$ cat src/rtl/poly_mix_pwm.sv
// Voice mixer: latches CHANNELS samples on start, averages the enabled ones, drives a PWM pin.
// Latency: mix_valid is high in the cycle after edge k+1+CHANNELS+SUMW, where edge k samples start.
// Backpressure: none; a start while busy is dropped and reported with a one-cycle overrun pulse.
module poly_mix_pwm #(
    parameter int CHANNELS = 12,
    parameter int WIDTH    = 8
) (
    input  logic                      clk,
    input  logic                      n_rst,
    input  logic                      start,
    input  logic [CHANNELS*WIDTH-1:0] samples,
    input  logic [CHANNELS-1:0]       sample_enable,
    output logic [WIDTH-1:0]          mix_out,
    output logic                      mix_valid,
    output logic                      busy,
    output logic                      overrun,
    output logic                      pwm_out
);

    localparam int SUMW = WIDTH + $clog2(CHANNELS);
    localparam int CW   = $clog2(CHANNELS + 1);
    // One step counter serves both the channel walk and the divide bit count.
    localparam int STW  = $clog2(CHANNELS + SUMW + 1);

    localparam logic [1:0] S_IDLE   = 2'd0;
    localparam logic [1:0] S_ACCUM  = 2'd1;
    localparam logic [1:0] S_DIVIDE = 2'd2;
    localparam logic [1:0] S_DONE   = 2'd3;

    logic [1:0]                state;
    logic [CHANNELS*WIDTH-1:0] samples_q;
    logic [CHANNELS-1:0]       enable_q;
    logic [SUMW-1:0]           sum;
    logic [CW-1:0]             count;
    logic [STW-1:0]            step;
    logic [CW-1:0]             rem;
    logic [SUMW-1:0]           quot;

    logic [WIDTH-1:0]          cur_sample;
    logic                      cur_en;
    logic [CW:0]               rem_sh;
    logic [CW:0]               rem_sub;
    logic                      div_ge;

    logic [WIDTH-1:0]          pwm_cnt;
    logic [WIDTH-1:0]          duty;

    assign busy = (state != S_IDLE);

    // Select the latched sample/enable for the channel currently being accumulated.
    always_comb begin
        cur_sample = '0;
        cur_en     = 1'b0;
        for (int i = 0; i < CHANNELS; i++) begin
            if (step == STW'(i)) begin
                cur_sample = samples_q[i*WIDTH +: WIDTH];
                cur_en     = enable_q[i];
            end
        end
    end

    // One restoring-division step: bring down the next dividend bit and trial-subtract.
    always_comb begin
        rem_sh  = {rem, sum[SUMW-1]};
        div_ge  = (rem_sh >= {1'b0, count});
        rem_sub = rem_sh - {1'b0, count};
    end

    // Mix sequencer: latch, accumulate one channel per cycle, divide one bit per cycle, publish.
    always_ff @(posedge clk or negedge n_rst) begin
        if (!n_rst) begin
            state     <= S_IDLE;
            samples_q <= '0;
            enable_q  <= '0;
            sum       <= '0;
            count     <= '0;
            step      <= '0;
            rem       <= '0;
            quot      <= '0;
            mix_out   <= '0;
            mix_valid <= 1'b0;
            overrun   <= 1'b0;
        end else begin
            mix_valid <= 1'b0;
            overrun   <= start && (state != S_IDLE);
            case (state)
                S_IDLE: begin
                    if (start) begin
                        samples_q <= samples;
                        enable_q  <= sample_enable;
                        sum       <= '0;
                        count     <= '0;
                        step      <= '0;
                        rem       <= '0;
                        quot      <= '0;
                        state     <= S_ACCUM;
                    end
                end
                S_ACCUM: begin
                    if (cur_en) begin
                        sum   <= sum + SUMW'(cur_sample);
                        count <= count + CW'(1);
                    end
                    if (step == STW'(CHANNELS - 1)) begin
                        step  <= '0;
                        state <= S_DIVIDE;
                    end else begin
                        step <= step + STW'(1);
                    end
                end
                S_DIVIDE: begin
                    // With no enabled voices the quotient stays at its cleared zero.
                    if (count != '0) begin
                        rem  <= div_ge ? rem_sub[CW-1:0] : rem_sh[CW-1:0];
                        quot <= (quot << 1) | SUMW'(div_ge);
                        sum  <= sum << 1;
                    end
                    if (step == STW'(SUMW - 1)) begin
                        step  <= '0;
                        state <= S_DONE;
                    end else begin
                        step <= step + STW'(1);
                    end
                end
                default: begin
                    // The mean never exceeds the largest sample, so the low WIDTH bits hold it.
                    mix_out   <= quot[WIDTH-1:0];
                    mix_valid <= 1'b1;
                    state     <= S_IDLE;
                end
            endcase
        end
    end

    // PWM stage: free-running counter, duty refreshed only at wrap so each period is clean.
    always_ff @(posedge clk or negedge n_rst) begin
        if (!n_rst) begin
            pwm_cnt <= '0;
            duty    <= '0;
            pwm_out <= 1'b0;
        end else begin
            pwm_cnt <= pwm_cnt + WIDTH'(1);
            if (&pwm_cnt) begin
                duty <= mix_out;
            end
            pwm_out <= (pwm_cnt < duty);
        end
    end

endmodule

$ cat config.mk
export PLATFORM = sky130hd
export DESIGN_NAME = poly_mix_pwm
export DESIGN_NICKNAME = d
export VERILOG_FILES = /design/src/rtl/poly_mix_pwm.sv
export SDC_FILE = /design/constraint.sdc
export NUM_CORES = 1
export LEC_CHECK = 0
export BUFFER_PORTS_ARGS = -buffer_cell sky130_fd_sc_hd__buf_2
export CAP_MARGIN = 15
export CORE_ASPECT_RATIO = 1.2
export CORE_MARGIN = 8
export CORE_UTILIZATION = 58
export DETAILED_ROUTE_END_ITERATION = 7
export GPL_ROUTABILITY_DRIVEN = 0
export PLACE_DENSITY = 0.93
export SLEW_MARGIN = 40
export SYNTH_ARGS = -nofsm -noshare
export SYNTH_HDL_FRONTEND = slang
export SYNTH_SLANG_ARGS = --single-unit
$ cat constraint.sdc
create_clock -name clk -period 4.4 [get_ports clk]
set_input_delay 0.88 -clock clk [delete_from_list [all_inputs] [get_ports clk]]
set_output_delay 0.88 -clock clk [all_outputs]
set_load 0.02 [all_outputs]
==> impl_metrics.csv <==
group,metric,value,unit
yosys,synth_nets,924,
timing,fin_skew,0.0109,ns
detailed_routing,ant_nets,0,
timing,fin_crit,4.20,ns
global_routing,grt_pass1_vias,7373,
power_and_ir_drop,p_sw,2.85,mW
yosys,synth_area,8610,um^2
yosys,yosys-top-cells-area,"dfrtp_1 (49%), mux2_2 (16%), ha_1 (4.5%), o21ai_0 (3.0%), nand2_1 (2.7%)",
power_and_ir_drop,sw_frac_of_total,0.388,
worst_setup_path,crit_required,4.71,ns
yosys,synth_most_common_cell,"dfrtp_1",
global_routing,track_usage,0.255,
global_routing,grt_max_degree,109,
floorplanning,fp.dieArea,19000,um^2
worst_setup_path,cp_cell_sequence,"inv_1 -> ha_1 -> buf_4 -> nand3_1 -> o221ai_1 -> a221o_1 -> a21oi_1 -> ha_1 -> inv_1 -> fa_1 -> o21ai_0 -> a31oi_1 -> a21o_1 -> o21a_1 -> o32a_1",
power_and_ir_drop,p_per_area,726,nW/um^2
worst_setup_path,path_class,"reg -> reg",
detailed_routing,wire_per_inst,21.3,um
clock_network,cts.path.max_buffers,2,
floorplanning,fp.dieH,149,um
outcome,outcome,"finished clean",
clock_network,htreeDepth,4,
floorplanning,core,14800,um^2
clock_network,clk_pin_slew,0.07,ns
timing,max_slew_margin,0.530,
timing,fin_tns_setup,0,ns
worst_setup_path,worstPathMaxFanout,13,
timing,setup_viol,0,
cells_and_area,post-route-util,0.684,
timing,max_clock_freq,0.238,GHz
clock_network,clk_latency,0.43,ns
yosys,syn_area_per_cell,11.0,um^2
clock_network,post-cts-setup-buffers,0,
detailed_routing,via_per_inst,6.28,
power_and_ir_drop,seqPwrFrac,0.366,
detailed_routing,drt-initial-drc-count,877,
yosys,yosysSeqAreaShare,0.494,
detailed_routing,dr_total_vias,6998,
global_routing,antenna_found_initial,1,
worst_setup_path,worst_path_max_delay_cell,"dfrtp_1",
worst_setup_path,cp.arrival,4.51,ns
cells_and_area,fillers,1005,
yosys,synthArstFlopShare,1.00,
detailed_routing,first_pass_iters,7,
worst_setup_path,path_buf_inv,3,
yosys,synth_cell_types,63,
clock_network,cts_root_buf,"clkbuf_16",
yosys,synth_common_cells,"dfrtp_1 (170), mux2_2 (120), nand2_1 (63), o21ai_0 (52), a21oi_1 (46)",
yosys,yosys.area.top_type_share,0.494,
floorplanning,dieWidth,127,um
timing,fin_crit_sh,0.955,
clock_network,cts_buffers,17,
yosys,synthCells,780,
timing,drv_slew,0,
detailed_routing,drt_wl_total,23800,um
power_and_ir_drop,vdd_ir_drop_max,0.475,mV
placement,hpwl,16300,um
yosys,synth_top_area_cell,"dfrtp_1",
global_routing,grt-ovfl-total,0,
power_and_ir_drop,internal_power,4.49,mW
yosys,synth-seq-cells,170,
timing,rsz0062_at_grt,"no",
cells_and_area,final_net_count,1041,
cells_and_area,drive_gt1_frac,0.335,
worst_setup_path,r2r_slack,0.20,ns
power_and_ir_drop,p_leak,4.62,nW
cells_and_area,syn2layout_area_growth,17.4,%
timing,hold_slack,0.314,ns
floorplanning,io_pins,123,
yosys,synth_ff_type,"dfrtp_1",
global_routing,grt_pass1_wl,38200,um
timing,hold_violations,0,
yosys,yosysWarningCount,0,
worst_setup_path,start_kind,"flop",
floorplanning,std_cell_rows,49,
placement,portBuffers,122,
clock_network,cts_tree,"yes",
worst_setup_path,cpPeakStageDelay,0.45,ns
power_and_ir_drop,clkPwrFrac,0.218,
yosys,synth_edf_count,0,
detailed_routing,drc,0,
flow_run,cap_viol_max_count,0,
power_and_ir_drop,comb_power_share,0.416,
floorplanning,initial_core_util,0.583,
clock_network,clock_sinks,170,
timing,tightest_slew,0.706,ns
worst_hold_path,hold_class,"in -> async",
worst_setup_path,path_delay_family,"compound AO/OA/AOI/OAI gates",
worst_setup_path,critPathCaptureType,"flop",
==> logic make-up after synthesis <==
group	after synthesis	synth area share
flops	170	0.494
xor+xnor	12	0.0122
buf+inv	74	0.0347
fa+ha+maj	33	0.0497
mux	123	0.160
simple gates	167	0.0985
compound gates	201	0.150
==> registers in the layout, summed over array words and instances (netlist names), 5 cells and up <==
| signal | flops |
|---|---|
| step | 5 |
| enable_q | 12 |
| samples_q | 96 |
| quot | 8 |
| sum | 12 |
| duty | 8 |
| mix_out | 8 |
| pwm_cnt | 8 |
==> what timing repair did <==
action	in CTS	in global routing
hold buffers	0	0
endpoints found under the setup margin	0	5
gates resized for setup	0	1
==> stage by stage <==
stage	instance area [um^2]	instances	worst slack, ns	total power, mW
3_5_place_dp	9450	1081	0.334	5.57
3_3_place_gp	9450	1081	0.509	5.41
4_1_cts	10100	1113	0.260	7.25
6_report	10100	1115	0.199	7.34
5_1_grt	10100	1115	0.0225	7.71
2_1_floorplan	8610	780	0.688	4.71
==> power groups by stage <==
stage          sequential [mW]  combinational [mW]  clock (mW)
2_1_floorplan             2.45                2.26           0
3_3_place_gp              2.61                2.80           0
3_5_place_dp              2.65                2.92           0
4_1_cts                   2.64                2.99        1.62
5_1_grt                   2.72                3.31        1.68
6_report                  2.68                3.05        1.60
==> layer usage <==
| layer | vias to the layer above | share of wire | track usage |
|---|---|---|---|
| li1 | 3071 | - | - |
| met1 | 3389 | 0.37 | 0.286 |
| met2 | 419 | 0.49 | 0.423 |
| met3 | 119 | 0.078 | 0.0742 |
| met4 | 0 | 0.060 | 0.157 |
| met5 | - | 0 | 0 |
==> layout make-up <==
| cell class | count | area [um^2] | share of cell area |
|---|---|---|---|
| Sequential cell | 170 | 4250 | 0.421 |
| Multi-Input combinational cell | 536 | 4070 | 0.402 |
| Timing Repair Buffer | 142 | 791 | 0.0782 |
| Clock buffer | 19 | 453 | 0.0448 |
| Tap cell | 204 | 255 | 0.0252 |
| Clock inverter | 13 | 175 | 0.0173 |
| Inverter | 30 | 113 | 0.0111 |
| Antenna cell | 1 | 2.50 | 0.000248 |
==> path summary, 6_finish.rpt <==
path | from | end | cells after the start
max | step[0] | sum[10] | 15
min | n_rst | pwm_cnt[3] | 1
max reg2reg | step[0] | sum[10] | 15
min reg2reg | rem[3] | rem[3] | 2
max in group asynchronous | n_rst | samples_q[93] | 3
min in group clk | rem[3] | rem[3] | 2
==> placed cells by master (no fill, tap or decap), types with 3 or more instances in the layout <==
master,instances
nor3_1,9
a221oi_1,7
bufinv_16,3
a31oi_1,11
nor2_1,23
nor2b_1,5
o22ai_1,9
a221o_1,3
and3_1,11
buf_2,121
a21oi_1,46
o21ai_1,3
o21a_1,4
o21ai_0,52
inv_1,29
nand3b_1,7
mux2_2,120
nand3_1,21
xnor2_1,5
a22oi_1,8
a21o_1,11
mux2i_1,3
o31ai_1,11
a22o_1,12
xor2_1,7
buf_4,19
nand2b_1,9
ha_1,30
inv_6,5
and2_1,5
nand2_1,62
dfrtp_1,170
o221ai_1,3
clkbuf_16,17
(Power assumes the default switching activity.)
